### src/rtl/traffic_light_fsm.sv
// Road/pedestrian phase sequencer driven by the tick strobe from the counter.
// Lamp outputs are registered from the next-state decode so they move with state.
module traffic_light_fsm #(
  parameter int unsigned GREEN_TICKS  = 4,
  parameter int unsigned YELLOW_TICKS = 2,
  parameter int unsigned ALLRED_TICKS = 1,
  parameter int unsigned WALK_TICKS   = 3,
  parameter int unsigned FLASH_TICKS  = 2
) (
  input  logic       clk,
  input  logic       rst_a,
  input  logic       enable_L,
  input  logic       enable_P,
  input  logic       ped_btn,
  output logic       light_green,
  output logic       light_yellow,
  output logic       light_red,
  output logic       ped_walk,
  output logic       ped_flash,
  output logic       ped_wait,
  output logic [2:0] state
);

  typedef enum logic [2:0] {
    ROAD_GREEN  = 3'd0,
    ROAD_YELLOW = 3'd1,
    ALL_RED     = 3'd2,
    PED_WALK    = 3'd3,
    PED_FLASH   = 3'd4
  } state_t;

  localparam logic [3:0] G_LAST = 4'(GREEN_TICKS - 1);
  localparam logic [3:0] Y_LAST = 4'(YELLOW_TICKS - 1);
  localparam logic [3:0] A_LAST = 4'(ALLRED_TICKS - 1);
  localparam logic [3:0] W_LAST = 4'(WALK_TICKS - 1);
  localparam logic [3:0] F_LAST = 4'(FLASH_TICKS - 1);

  state_t     cur, nxt;
  logic [3:0] cnt, cnt_nxt, last;
  logic       req, req_nxt;
  logic       en_l_d;
  logic       tick;
  logic       at_last;
  logic       flash_nxt;

  assign tick     = enable_L & ~en_l_d;
  assign state    = cur;
  assign ped_wait = req;

  always_comb begin
    nxt  = cur;
    last = '0;
    unique case (cur)
      ROAD_GREEN:  last = G_LAST;
      ROAD_YELLOW: last = Y_LAST;
      ALL_RED:     last = A_LAST;
      PED_WALK:    last = W_LAST;
      PED_FLASH:   last = F_LAST;
      default:     last = '0;
    endcase
    at_last = tick && (cnt == last);
    case (cur)
      ROAD_GREEN:  if (at_last && req)      nxt = ROAD_YELLOW;
      ROAD_YELLOW: if (at_last)             nxt = ALL_RED;
      ALL_RED:     if (at_last && enable_P) nxt = PED_WALK;
      PED_WALK:    if (at_last)             nxt = PED_FLASH;
      PED_FLASH:   if (at_last)             nxt = ROAD_GREEN;
      default:                              nxt = ROAD_GREEN;
    endcase
  end

  // Counter saturates at the last tick so held phases exit on the next qualifying tick.
  always_comb begin
    cnt_nxt = cnt;
    if (nxt != cur)
      cnt_nxt = '0;
    else if (tick && (cnt < last))
      cnt_nxt = cnt + 4'd1;
  end

  // Entering PED_WALK clears the request even if the button is still pressed.
  always_comb begin
    req_nxt = req;
    if (ped_btn && (cur != PED_WALK))
      req_nxt = 1'b1;
    if ((nxt == PED_WALK) && (cur != PED_WALK))
      req_nxt = 1'b0;
  end

  always_comb begin
    flash_nxt = 1'b0;
    if (nxt == PED_FLASH) begin
      if (cur != PED_FLASH)
        flash_nxt = 1'b1;
      else
        flash_nxt = tick ? ~ped_flash : ped_flash;
    end
  end

  always_ff @(posedge clk or posedge rst_a) begin
    if (rst_a) begin
      cur          <= ROAD_GREEN;
      cnt          <= '0;
      req          <= 1'b0;
      en_l_d       <= 1'b0;
      light_green  <= 1'b1;
      light_yellow <= 1'b0;
      light_red    <= 1'b0;
      ped_walk     <= 1'b0;
      ped_flash    <= 1'b0;
    end else begin
      cur          <= nxt;
      cnt          <= cnt_nxt;
      req          <= req_nxt;
      en_l_d       <= enable_L;
      light_green  <= (nxt == ROAD_GREEN);
      light_yellow <= (nxt == ROAD_YELLOW);
      light_red    <= (nxt == ALL_RED) || (nxt == PED_WALK) || (nxt == PED_FLASH);
      ped_walk     <= (nxt == PED_WALK);
      ped_flash    <= flash_nxt;
    end
  end

endmodule

### config.mk
export PLATFORM = sky130hd
export DESIGN_NAME = traffic_light_fsm
export DESIGN_NICKNAME = d
export VERILOG_FILES = /design/src/rtl/traffic_light_fsm.sv
export SDC_FILE = /design/constraint.sdc
export NUM_CORES = 1
export LEC_CHECK = 0
export BUFFER_PORTS_ARGS = -buffer_cell sky130_fd_sc_hd__buf_4
export CORE_MARGIN = 5
export CORE_UTILIZATION = 57
export CTS_BUF_LIST = sky130_fd_sc_hd__clkbuf_16
export CTS_CLUSTER_DIAMETER = 80
export DETAILED_ROUTE_END_ITERATION = 10
export PLACE_DENSITY = 0.88
export SLEW_MARGIN = 20
export SYNTH_ARGS = -nofsm -noshare
export SYNTH_HDL_FRONTEND = slang
export SYNTH_SLANG_ARGS = --single-unit
### constraint.sdc
create_clock -name clk -period 4.83 [get_ports clk]
set_input_delay 0.966 -clock clk [delete_from_list [all_inputs] [get_ports clk]]
set_output_delay 0.966 -clock clk [all_outputs]
set_load 0.03 [all_outputs]
# ---- After elaboration in Yosys (flattened, before gate mapping)
# Index checks and enable logic that the tools add are counted.
dict set report totals {
  in_bits 5
  ff_bits 14
  n_memories 0
  wordCells 54
  ramBits 0
  romBits 0
  latchBits 0
}
dict set report op_classes {
  n_mux 14
  order_cmp 1
  shift 0
  div 0
  addsub 1
  mul 0
  bitwise 3
  n_reduce_logical 13
  n_eq_ne 13
}
# cell count
set ops {}
lappend ops {{3-bit two-way mux} 5}
lappend ops {{3-bit case mux with 5 select lines} 1}
lappend ops {{3-bit by 2-bit == test with 1-bit output (second input constant)} 4}
lappend ops {{4-bit two-way mux} 2}
lappend ops {{3-bit by 1-bit == test with 1-bit output (second input constant)} 2}
lappend ops {{3-bit == test (second input constant)} 2}
lappend ops {{1-bit logical AND} 6}
lappend ops {{3-bit zero test} 2}
lappend ops {{3-bit by 2-bit != test with 1-bit output (second input constant)} 2}
lappend ops {{2-bit case mux with 3 select lines} 1}
lappend ops {{1-bit two-way mux} 5}
lappend ops {{4-bit by 1-bit adder with 4-bit output (second input constant)} 1}
lappend ops {{4-bit == test} 1}
lappend ops {{4-bit < comparator} 1}
lappend ops {{2-bit nonzero test} 2}
lappend ops {{3-bit != test} 1}
lappend ops {{3-bit != test (second input constant)} 1}
lappend ops {{1-bit logical OR} 2}
lappend ops {{1-bit NOT} 2}
lappend ops {{2-bit OR reduction} 1}
lappend ops {{1-bit AND} 1}

# ---- Logic depth before layout (Yosys ltp)
dict set report logic_depth {
  ltp_word 11
  depth_mapped 8
  ltp_nobuf 6
}

# ---- Worst setup path before layout
# Ideal clock, no wire load.
dict set report synth_timing {
  kind {register to register}
  startpoint {reg cur[1], in the netlist state[1]}
  endpoint {reg light_yellow}
  n_path_buf 2
  t_arrival_ns 2.196
  slack_ns 2.513
  stages_incl_launch_ff 9
  path_cell_list {dfrtp_1 buf_4 or2_2 a21o_1 ha_1 and2_0 clkbuf_4 nand4_1 a2111oi_1}
}
dict set report synth_between {
  elab_chain_len 9
  elab_cells_between_ends 18
  classes_between {eq/ne: 6; mux: 7; reduce/logical: 5}
}
# item line
set synth_lines {}
lappend synth_lines {{start: declaration} 38} ;# state_t cur, nxt;
lappend synth_lines {{start signal: assignment} 112} ;# cur <= nxt;
lappend synth_lines {{3-bit == test / 3-bit by 1-bit == test with 1-bit output (equally long branches)} {53, 62}}
lappend synth_lines {{2-bit OR reduction (no line)} -}
lappend synth_lines {{2-bit case mux with 3 select lines} 53} ;# unique case (cur)
lappend synth_lines {{4-bit == test} 61} ;# at_last = tick && (cnt == last);
lappend synth_lines {{1-bit logical AND} 61}
lappend synth_lines {{1-bit logical AND (on tied branches)} {65, 63}}
lappend synth_lines {{3-bit two-way mux (on tied branches)} {65, 63}}
lappend synth_lines {{3-bit case mux with 5 select lines (*)} 62} ;# case (cur)
lappend synth_lines {{3-bit by 1-bit == test with 1-bit output (*)} 117} ;# light_yellow <= (nxt == ROAD_YELLOW);
lappend synth_lines {{end signal: assignment} 117}
lappend synth_lines {{end: declaration} 16} ;# output logic light_yellow,
# Mark *: on every way between the ends. The rest lies on a longest branch, timed or not.
# A chain may end at the register's enable or synchronous reset.

# ---- Worst setup path after layout
# Same ends and word-level chain as after synthesis.

==> results.yml <==
timing:
  period_share: 0.529
  fmax_ghz: 0.391
  maxSlewViolCount: 0
  fin_tns_setup_ps: 0
  hold_viol_final: 0
  setup_viol: 0
  relSlewSlack: 0.388
  rsz0062_at_grt: "false"
  period_needed_ps: 2560
  fin_skew_ps: 1.27
  tightest_slew_ps: 916
  timing.final.ws_setup_ps: 2270
worst_setup_path:
  arrival_ps: 2670
  reg2reg_depth: 6
  endpoint_kind: "register"
  crit_type: "register to register"
  cp_top_family: "simple AND/OR/NAND/NOR gates"
  critical_path.slowest_cell: "dfrtp_1"
  reg2reg_to: "light_yellow"
  path_cells: "or2_2, a21o_1, ha_1, and2_0, nand4_1, a2111oi_1"
  crit_buf_inv: 0
  r2r_slack_ps: 2270
  worstPathMaxFanout: 12
  cp-start-kind: "register"
  required_ps: 4950
  r2r-start: "state[1]"
  slowest_delay_ps: 540
route:
  route.detailed.drc: 0
  drt_iter0_markers: 30
  ant_nets: 0
  drt-total-wl_um: 1800
  wl_per_cell_um: 17.5
  num_vias: 686
  viasPerCell: 6.66
  drt_first_pass_iters: 4
worst_hold_path:
  worst_hold_path.endpoint: "cnt[3]"
  hold_start: "cnt[3]"
  hold_path_depth: 1
  hold_path.class: "register to register"
logic_synthesis:
  synth.top_cell.area_share: 0.402
  syn-mean-instance-area_um2: 10.5
  syn_nets: 85
  synth_cell_types: 39
  yosysSeqAreaShare: 0.434
  synthesis.area_um2: 810
  synth_cells: 77
  ys_top_cells_by_area: "dfrtp_1 40%, ha_1 4.6%, buf_4 3.7%, dfstp_2 3.2%, a21oi_1 3.1%"
  yosysWarnings: 0
  synth_area_leader_cell: "dfrtp_1"
  ys_ff_latch: 14
power_and_ir_drop:
  p_per_area_nw_per_um2: 718
  leakage_nw: 0.418
  switching_power_w: 0.000299
  ir_worst_vdd_v: 0.000406
  power.share.switching: 0.436
  pwr-share-comb: 0.476
  pwr-share-clk: 0.225
  seqPwrFrac: 0.299
  p_int_w: 0.000387
clocking:
  cts_resized: 0
  post-cts-setup-buffers: 0
  clockBufferDepth: 2
  cts_sinks: 14
  h-tree-depth: 1
  cts_tree: "done"
  cts-root-buf: "clkbuf_16"
  insertion_delay_ps: 240
  cts_buffers: 3
  clk_pin_slew_ps: 50
  cts_hold_buf: 0
grt:
  grt_max_degree: 16
  grt_pass1_wl_um: 3010
  antenna_found_initial: 0
  grt_remaining_overflow: 0
  grt_usage: 0.193
  grt_pass1_vias: 656
floorplanning:
  coreArea_um2: 1320
  start_util: 0.614
  io_pins: 14
  rows: 13
  dieArea_um2: 2270
  dieHeight_um: 47.7
  die_w_um: 47.7
finish:
  seq_area_um2: 352
  multiInputGateArea_um2: 390
  drive_above_1_share: 0.250
  fill_cells: 88
  layout.nets: 97
  final_cell_mix: "13 x dfrtp_1, 13 x buf_4, 5 x inv_1, 5 x a21oi_1, 4 x nand4_1"
  synthToLayoutAreaGrowth_pct: 18.1
  antenna_cells: 0
place:
  portBuffers: 13
  dp_hpwl_um: 1200
  pre_cts_slack_ps: 2260
  gp_congestion: 0.843
flow_run:
  drv_cap: 0
run_status:
  outcome: "complete, no violations"
## cells in the mapped netlist
cell / n
dfrtp_1: 13
a21oi_1: 5
inv_1: 5
buf_4: 4
nand4_1: 4
a31oi_1: 3
ha_1: 3
o21ai_0: 3
a21o_1: 2
a22oi_1: 2
nand2_1: 2
nand2b_1: 2
nor2b_1: 2
o31ai_1: 2
a2111oi_1: 1
a21boi_0: 1
a221oi_1: 1
a22o_1: 1
a311oi_1: 1
a41oi_1: 1
and2_0: 1
buf_6: 1
clkbuf_4: 1
dfstp_2: 1
mux2_2: 1
nand3_1: 1
nand3b_1: 1
nor2_1: 1
nor3b_1: 1
nor4_1: 1
nor4b_2: 1
o211ai_2: 1
o21ai_1: 1
o22ai_1: 1
o31ai_4: 1
or2_2: 1
or3_1: 1
or4b_1: 1
xnor2_1: 1
## worst max-delay path by stage
stage | from | slack [ps] | cells past startpoint | end
2_1_floorplan | state[1] | 2510 | 8 | light_yellow
3_5_place_dp | enable_L | 2260 | 4 | light_yellow
4_1_cts | state[1] | 2290 | 6 | light_yellow
6_report | state[1] | 2270 | 6 | light_yellow
5_1_grt | state[1] | 2050 | 6 | light_yellow
3_3_place_gp | enable_L | 2340 | 4 | light_yellow
## final cells by class
| type | instances | share of cell area |
|---|---|---|
| inverters | 5 | 0.0196 |
| repair buffers | 13 | 0.102 |
| well taps | 15 | 0.0196 |
| multi-input cells | 52 | 0.408 |
| flip-flops and latches | 14 | 0.368 |
| clock buffers | 3 | 0.0785 |
| clock inverters | 1 | 0.00393 |
## per-stage QoR
step	util	instances	power (W)	cell area (µm²)	hold WS [ps]
detailed placement	0.666	99	0.000521	877	562
CTS	0.726	103	0.000683	956	570
global route	0.726	103	0.000738	956	577
floorplan	-	77	0.000460	810	530
global placement	0.666	99	0.000510	877	550
finish	0.726	103	0.000686	956	567
## cell families (layout without fill, tap and decap cells)
logic type | after synthesis | after routing | synth area share
flops | 14 | 14 | 0.434
buf+inv | 11 | 22 | 0.0835
compound gates | 27 | 27 | 0.249
fa+ha+maj | 3 | 3 | 0.0464
simple gates | 20 | 20 | 0.162
xor+xnor | 1 | 1 | 0.0108
mux | 1 | 1 | 0.0139
## worst register-to-register path, cell delays in order, from the launching register on
cell	delay, ps
dfrtp_1	540
or2_2	400
a21o_1	170
ha_1	320
and2_0	380
nand4_1	220
a2111oi_1	410
## per-layer routing
layer / GRT usage / wire (µm) / vias to the layer above
met5: 0 / 0 / -
met4: 0.0914 / 22 / 0
met3: 0.0489 / 118 / 2
met2: 0.282 / 879 / 28
met1: 0.266 / 779 / 342
li1: - / - / 314
## sequential cells by signal, summed over array words and instances, names as in the netlist
register,count
cnt,4
en_l_d,1
light_green,1
light_red,1
light_yellow,1
ped_flash,1
ped_wait,1
ped_walk,1
state,3
## power by group through the flow
stage,Sequential (W),Clock (W),Combinational [W]
2_1_floorplan,0.000224,0,0.000236
3_3_place_gp,0.000202,0,0.000308
3_5_place_dp,0.000203,0,0.000318
4_1_cts,0.000204,0.000155,0.000325
5_1_grt,0.000211,0.000161,0.000366
6_report,0.000205,0.000154,0.000327
(Power assumes the default switching activity.)
